<file path="config.mk">
export PLATFORM = sky130hd
export DESIGN_NAME = gate_count_ctrl
export DESIGN_NICKNAME = d
export VERILOG_FILES = /design/src/rtl/gate_count_pkg.sv /design/src/rtl/event_counter.sv /design/src/rtl/gate_count_ctrl.sv
export SDC_FILE = /design/constraint.sdc
export NUM_CORES = 1
export LEC_CHECK = 0
export BUFFER_PORTS_ARGS = -buffer_cell sky130_fd_sc_hd__buf_2
export CAP_MARGIN = 40
export CORE_ASPECT_RATIO = 1.5
export CORE_UTILIZATION = 40
export CTS_CLUSTER_SIZE = 24
export DETAILED_ROUTE_END_ITERATION = 10
export GPL_ROUTABILITY_DRIVEN = 0
export SLEW_MARGIN = 10
export SYNTH_ARGS = -nofsm -noshare
export SYNTH_HDL_FRONTEND = slang
export SYNTH_SLANG_ARGS = --single-unit
</file>
<file path="constraint.sdc">
create_clock -name clk -period 2.6 [get_ports clk]
set_clock_uncertainty 0.15 [all_clocks]
set_input_delay 0.78 -clock clk [delete_from_list [all_inputs] [get_ports clk]]
set_output_delay 0.78 -clock clk [all_outputs]
set_load 0.005 [all_outputs]
</file>
<file path="src/rtl/gate_count_pkg.sv">
// Shared definitions for the gated event-counter controller: state
// encoding and default widths.
package gate_count_pkg;

   localparam int GATE_W_DEF = 16;
   localparam int CNT_W_DEF  = 16;

   typedef enum logic [1:0] {
      IDLE = 2'd0,
      ARM  = 2'd1,
      GATE = 2'd2,
      DONE = 2'd3
   } state_t;

endpackage

</file>
<file path="src/rtl/event_counter.sv">
// Saturating event counter with a sticky overflow flag. A synchronous
// clear beats enable; an increment at full scale sets ovf and leaves the
// count unchanged.
module event_counter #(
   parameter int CNT_W = 16
) (
   input  logic             clk,
   input  logic             reset,
   input  logic             clear,
   input  logic             enable,
   input  logic             inc,
   output logic [CNT_W-1:0] count,
   output logic             ovf
);

   localparam logic [CNT_W-1:0] CNT_MAX = {CNT_W{1'b1}};
   localparam logic [CNT_W-1:0] CNT_ONE = {{(CNT_W-1){1'b0}}, 1'b1};

   // Count enabled increments, saturating at full scale.
   always_ff @(posedge clk) begin
      if (reset || clear) begin
         count <= '0;
         ovf   <= 1'b0;
      end else if (enable && inc) begin
         if (count == CNT_MAX) begin
            ovf <= 1'b1;
         end else begin
            count <= count + CNT_ONE;
         end
      end
   end

endmodule

</file>
<file path="src/rtl/gate_count_ctrl.sv">
// Gated event-counter controller: on an accepted start, clear and arm the
// event counter, count rising edges of event_in for gate_reg cycles, then
// latch the count and overflow and present them under a valid/ack handshake.
//
// Handshake: result_valid rises on entry to DONE and stays high until a cycle
// with result_ack=1; result_valid is low on the following cycle. result and
// overflow are only meaningful while result_valid=1. A start in DONE is taken
// only together with result_ack, which goes straight to ARM with no idle gap.
module gate_count_ctrl
   import gate_count_pkg::*;
#(
   parameter int GATE_W = GATE_W_DEF,
   parameter int CNT_W  = CNT_W_DEF
) (
   input  logic              clk,
   input  logic              reset,
   input  logic              start,
   input  logic [GATE_W-1:0] gate_len,
   input  logic              event_in,
   output logic              busy,
   output logic [CNT_W-1:0]  result,
   output logic              overflow,
   output logic              result_valid,
   input  logic              result_ack,
   output state_t            dbg_state
);

   localparam logic [GATE_W-1:0] GATE_ONE = {{(GATE_W-1){1'b0}}, 1'b1};
   localparam logic [CNT_W-1:0]  CNT_ONE  = {{(CNT_W-1){1'b0}}, 1'b1};
   localparam logic [CNT_W-1:0]  CNT_MAX  = {CNT_W{1'b1}};

   state_t            state;
   state_t            state_nxt;
   logic              accept;
   logic [GATE_W-1:0] gate_reg;
   logic [GATE_W-1:0] timer;
   logic              gate_end;
   logic              prev_evt;
   logic              evt_edge;
   logic              cnt_clear;
   logic              cnt_en;
   logic [CNT_W-1:0]  cnt;
   logic              cnt_ovf;
   logic              cnt_at_max;

   assign gate_end   = (state == GATE) && (timer == (gate_reg - GATE_ONE));
   assign evt_edge   = event_in & ~prev_evt;
   assign cnt_clear  = (state == ARM);
   assign cnt_en     = (state == GATE);
   assign cnt_at_max = (cnt == CNT_MAX);
   assign dbg_state  = state;

   // Next-state logic and start acceptance.
   always_comb begin
      state_nxt = state;
      accept    = 1'b0;
      case (state)
         IDLE: begin
            if (start) begin
               accept    = 1'b1;
               state_nxt = ARM;
            end
         end
         ARM: begin
            state_nxt = GATE;
         end
         GATE: begin
            if (gate_end) begin
               state_nxt = DONE;
            end
         end
         DONE: begin
            if (result_ack) begin
               if (start) begin
                  accept    = 1'b1;
                  state_nxt = ARM;
               end else begin
                  state_nxt = IDLE;
               end
            end
         end
         default: begin
            state_nxt = IDLE;
         end
      endcase
   end

   // State register plus registered status outputs decoded from next state.
   always_ff @(posedge clk) begin
      if (reset) begin
         state        <= IDLE;
         busy         <= 1'b0;
         result_valid <= 1'b0;
      end else begin
         state        <= state_nxt;
         busy         <= (state_nxt == ARM) || (state_nxt == GATE);
         result_valid <= (state_nxt == DONE);
      end
   end

   // Capture the gate length on an accepted start; zero means one cycle.
   always_ff @(posedge clk) begin
      if (reset) begin
         gate_reg <= '0;
      end else if (accept) begin
         gate_reg <= (gate_len == '0) ? GATE_ONE : gate_len;
      end
   end

   // Gate timer: cleared while armed, counts each GATE cycle.
   always_ff @(posedge clk) begin
      if (reset) begin
         timer <= '0;
      end else if (state == ARM) begin
         timer <= '0;
      end else if (state == GATE) begin
         timer <= timer + GATE_ONE;
      end
   end

   // Previous event level for rising-edge detection, tracked in every state.
   always_ff @(posedge clk) begin
      if (reset) begin
         prev_evt <= 1'b0;
      end else begin
         prev_evt <= event_in;
      end
   end

   // Latch result on the last GATE cycle, folding in an edge seen that cycle.
   always_ff @(posedge clk) begin
      if (reset) begin
         result   <= '0;
         overflow <= 1'b0;
      end else if (gate_end) begin
         result   <= (evt_edge && !cnt_at_max) ? (cnt + CNT_ONE) : cnt;
         overflow <= cnt_ovf | (evt_edge & cnt_at_max);
      end
   end

   event_counter #(
      .CNT_W (CNT_W)
   ) u_event_counter (
      .clk    (clk),
      .reset  (reset),
      .clear  (cnt_clear),
      .enable (cnt_en),
      .inc    (evt_edge),
      .count  (cnt),
      .ovf    (cnt_ovf)
   );

endmodule

</file>
# --- Word-level counts from Yosys, hierarchy flattened ---
# Cells that the tools add are included.
op_classes:
  n_mul: 0
  reduce_logical: 11
  n_shift: 0
  n_div: 0
  n_eq_ne: 8
  order_cmp: 0
  n_mux: 10
  bitwise: 5
  n_addsub: 3
op_table:
  columns: ["op", "count"]
  rows:
  - ["$add A16 B1 Y16 const B", 2]
  - ["$mux W16", 2]
  - ["$eq A16 B16 Y1", 1]
  - ["$eq A16 B16 Y1 const B", 1]
  - ["$logic_not A16 Y1", 1]
  - ["$sub A16 B1 Y16 const B", 1]
  - ["$eq A2 B2 Y1 const B", 4]
  - ["$pmux W2 S4", 1]
  - ["$mux W2", 3]
  - ["$eq A2 B1 Y1 const B", 2]
  - ["$reduce_and A2 Y1", 2]
  - ["$logic_and A1 B1 Y1", 3]
  - ["$mux W1", 3]
  - ["$and A1 B1 Y1", 2]
  - ["$logic_not A2 Y1", 1]
  - ["$logic_or A1 B1 Y1", 2]
  - ["$not A1 Y1", 2]
  - ["$pmux W1 S2", 1]
  - ["$reduce_or A2 Y1", 1]
  - ["$logic_not A1 Y1", 1]
  - ["$or A1 B1 Y1", 1]
totals:
  rom_bits: 0
  n_memories: 0
  output_inout_bits: 21
  latchBits: 0
  reg_bits: 71
  ram_bits: 0

# --- Depth between registers and ports, before layout ---
logic_depth:
  ltp_word: 7
  depth_mapped: 14
  mapped_depth_nobuf: 11

# --- Modules after synthesis ---
# A second synthesis with hierarchy kept.
hier_totals:
  cells_unflattened: 480
  hier_area_um2: 4085.2
by_module_without_submodules:
  columns: ["module", "instances", "area_each_um2", "cells_each"]
  rows:
  - ["gate_count_ctrl", 1, 3155.5, 376]
  - ["event_counter", 1, 929.6, 104]

# --- Worst setup path before layout ---
# No wires, ideal clock.
synth_path:
  kind: "register -> register"
  start: "register gate_reg[1]"
  end: "register busy"
  path_buffers: 3
  setup_ns: 0.129
  slack_ns: -0.318
  stages_incl_launch_ff: 14
  arrival_time_ns: 2.639
  cell_sequence: "dfxtp_1 -> clkbuf_1 -> inv_1 -> ha_1 -> clkbuf_1 -> nand3_1 -> a2111oi_0 -> nand3_1 -> nor4_4 -> nand2_4 -> buf_6 -> a21oi_1 -> ha_1 -> nor2b_1"
synth_between:
  elab_chain_len: 7
synth_rtl:
  columns: ["element", "line_no", "rtl"]
  rows:
  - ["start, declared", "gate_count_ctrl.sv:35", "logic [GATE_W-1:0] gate_reg;"]
  - ["start signal, assigned", "gate_count_ctrl.sv:106", "gate_reg <= (gate_len == '0) ? GATE_ONE : gate_len;"]
  - ["$sub A16 B1 Y16 *", "gate_count_ctrl.sv:46", "assign gate_end = (state == GATE) && (timer == (gate_reg - GATE_ONE));"]
  - ["$eq A16 B16 Y1 *", "gate_count_ctrl.sv:46", null]
  - ["$logic_and A1 B1 Y1 *", "gate_count_ctrl.sv:46", null]
  - ["$mux W2 *", "gate_count_ctrl.sv:68", "if (gate_end) begin"]
  - ["$pmux W2 S4 *", "gate_count_ctrl.sv:57", "case (state)"]
  - ["net state_nxt[0]", "gate_count_ctrl.sv:33", "state_t state_nxt;"]
  - ["$eq A2 B1 Y1 / $eq A2 B2 Y1 (equally long branches)", "gate_count_ctrl.sv:96", "busy <= (state_nxt == ARM) || (state_nxt == GATE);"]
  - ["$logic_or A1 B1 Y1 *", "gate_count_ctrl.sv:96", null]
  - ["end signal, assigned", "gate_count_ctrl.sv:96", null]
  - ["end, declared", "gate_count_ctrl.sv:20", "output logic busy,"]
# Mark *: on every way through the listed nets, which the timed path passes. The rest lies on a longest branch.
# A chain may end at the register's enable or synchronous reset.

# --- Worst setup path in the final report ---
layout_path:
  start: "register gate_reg[11]"
  end: "register busy"
# The elaborated chain is that of the path after synthesis.

==> flow_metrics.env <==
export IMPL_nets=543
export IMPL_cts_max_level=3
export IMPL_setup_viol=0
export IMPL_synth_top_area_frac=0.363
export IMPL_synth_avg_cell_area_um2=8.59
export IMPL_synth_nets=486
export IMPL_rr_endpoint="busy"
export IMPL_critPathSlowestCell="a2111oi_2"
export IMPL_cts_hold_buf=0
export IMPL_hold_class="reg -> reg"
export IMPL_cp_num_cells=9
export IMPL_worstSetupPathType="reg -> reg"
export IMPL_tightest_slew_ps=653
export IMPL_yosysWarnings=0
export IMPL_fp_dieW_um=82.8
export IMPL_rows=43
export IMPL_syn_to_final_growth_pct=21.8
export IMPL_timing_rr_start="gate_reg[11]"
export IMPL_post_route_util=0.510
export IMPL_ir_worst_vdd_uv=484
export IMPL_grt_pass1_vias=3278
export IMPL_drive_gt1_frac=0.236
export IMPL_finalPower_mw=3.78
export IMPL_root_buffer="clkbuf_16"
export IMPL_clk_pin_slew_ps=60
export IMPL_cp_start_kind="flop"
export IMPL_power_density_nw_per_um2=792
export IMPL_vias=3330
export IMPL_synth_seq_cells=71
export IMPL_worstPathMaxFanout=4
export IMPL_diodes=0
export IMPL_core_area_um2=9360
export IMPL_min_from="result[14]"
export IMPL_dp_cells=610
export IMPL_crit_required_ps=2660
export IMPL_vias_per_cell=5.29
export IMPL_io_buffers=41
export IMPL_max_freq_mhz=387
export IMPL_place_hpwl_um=6930
export IMPL_worst_slack_ps=16.5
export IMPL_power_leakage_nw=1.98
export IMPL_clock_latency_ps=330
export IMPL_synthFlopType="dfxtp_1"
export IMPL_rr_worst_depth=9
export IMPL_finalHoldViolations=0
export IMPL_synthCells=456
export IMPL_ant_nets=0
export IMPL_die_area_um2=10200
export IMPL_drtIter0Drc=105
export IMPL_slew_viol_final=0
export IMPL_grt_usage=0.188
export IMPL_die_h_um=123
export IMPL_wl_per_cell_um=14.6
export IMPL_critPathBufInv=0
export IMPL_wl_um=9220
export IMPL_r2r_slack_ps=20
export IMPL_firstDrtPassIters=4
export IMPL_layout_cells_most_common="nor2_1"
export IMPL_grt_max_degree=35
export IMPL_final_cell_mix="nor2_1, dfxtp_1, buf_2, xor2_1, nand2_1"
export IMPL_yosys_area_top_type="dfxtp_1"
export IMPL_cts_buffers=9
export IMPL_grt_pass1_wl_um=15300
export IMPL_cts_tree="yes"
export IMPL_clockBufferDepth=2
export IMPL_antenna_found_initial=0
export IMPL_syn_area_um2=3920
export IMPL_fin_crit_sh=0.994
export IMPL_critical_path_top_delay_family="simple AND/OR/NAND/NOR gates"
export IMPL_synth_area_leaders="dfxtp_1, xor2_1, nor2_1"
export IMPL_initial_core_util=0.418
export IMPL_fin_crit_ps=2580
export IMPL_endpoint_kind="flop"
export IMPL_pre_cts_ws_ps=-5.29
export IMPL_gr_total_overflow=0
export IMPL_synth_cell_type_count=53
export IMPL_crit_top_cell="nor4_4"
export IMPL_synthArstFlopShare=0
export IMPL_arrival_ps=2640
export IMPL_cp_cell_sequence="nor4_4 > a31oi_2 > a2111oi_2 > nand3_1 > nor4_4 > nand2_4 > a21oi_2 > ha_1 > nor2b_1"
export IMPL_synth_edff_count=0
export IMPL_rsz0062_at_grt="true"
export IMPL_status="finished, final reports clean"
export IMPL_relSlewSlack=0.565
export IMPL_hold_depth=2
export IMPL_clkSinkCount=71
export IMPL_synth_seq_area_share=0.363
export IMPL_cpPeakStageDelay_ps=360
export IMPL_drc=0
export IMPL_maxCapViolCount=0
export IMPL_hold_end="result[14]"
export IMPL_layoutNonFillerInstCount=630
export IMPL_ios=42
[per-layer routing]
layer	global-route usage	share of wire	vias to the layer above
met5	0	0	-
met4	0.0905	0.026	0
met3	0.0367	0.029	23
met2	0.357	0.54	65
met1	0.198	0.41	1559
li1	-	-	1683
[area by class of cell]
cell class              instances  area, um^2
repair buffers                 70         435
multi-input cells             353        2400
clock buffers                  12         267
fillers                       928        4590
clock inverters                 4        76.3
flip-flops and latches         71        1420
inverters                       8        30.0
well taps                     112         140
[per-stage QoR]
| stage | area (um^2) | setup TNS [ps] | hold WS (ps) |
|---|---|---|---|
| finish | 4770 | 0 | 314 |
| CTS | 4730 | 0 | 316 |
| global placement | 4380 | 0 | 301 |
| detailed placement | 4380 | -5.29 | 302 |
| floorplan | 3950 | -198 | 303 |
| global route | 4770 | -711 | 356 |
[cell usage after synthesis, drive strengths merged, types with 8 or more instances]
| master | instances |
|---|---|
| clkbuf | 18 |
| or3 | 8 |
| nor3 | 14 |
| dfxtp | 71 |
| xnor2 | 20 |
| nand2 | 32 |
| ha | 9 |
| nand3 | 20 |
| xor2 | 32 |
| mux2 | 15 |
| mux2i | 19 |
| a21oi | 17 |
| nor2 | 70 |
| and3 | 8 |
| o21ai | 12 |
| nor2b | 21 |
[how the worst max path moves through the flow]
| stage | start | to |
|---|---|---|
| 6_report | gate_reg[11] | busy |
| 5_1_grt | gate_reg[11] | busy |
| 4_1_cts | gate_reg[1] | busy |
| 3_5_place_dp | gate_reg[4] | busy |
| 3_3_place_gp | gate_reg[4] | busy |
| 2_1_floorplan | gate_reg[2] | busy |
[kinds of logic (layout without fill, tap and decap cells)]
group	after synthesis	in the layout	share of synthesized area
compound gates	52	52	0.0869
xor+xnor	52	52	0.116
fa+ha+maj	9	9	0.0287
buf+inv	32	94	0.0367
flops	71	71	0.363
mux	34	34	0.0965
simple gates	206	206	0.272
[timing repair]
action / in CTS / in global routing
endpoints found under the setup margin: 1 / 16
cloned: 0 / 0
gates resized for setup: 3 / 4
buffers inserted: 0 / 4
pin swaps: 2 / 4
[power breakdown]
part           switching [mW]  total (mW)  internal, mW
combinational           0.629        1.16         0.529
clock                   0.460        1.38         0.920
sequential             0.0770        1.24          1.16
[worst reg2reg max path, stage by stage, from the launching register on]
cell	delay, ps
dfxtp_2	350
nor4_4	350
a31oi_2	150
a2111oi_2	360
nand3_1	180
nor4_4	330
nand2_4	100
a21oi_2	140
ha_1	230
nor2b_1	120
Note: power is estimated with default switching activity, not from simulation.
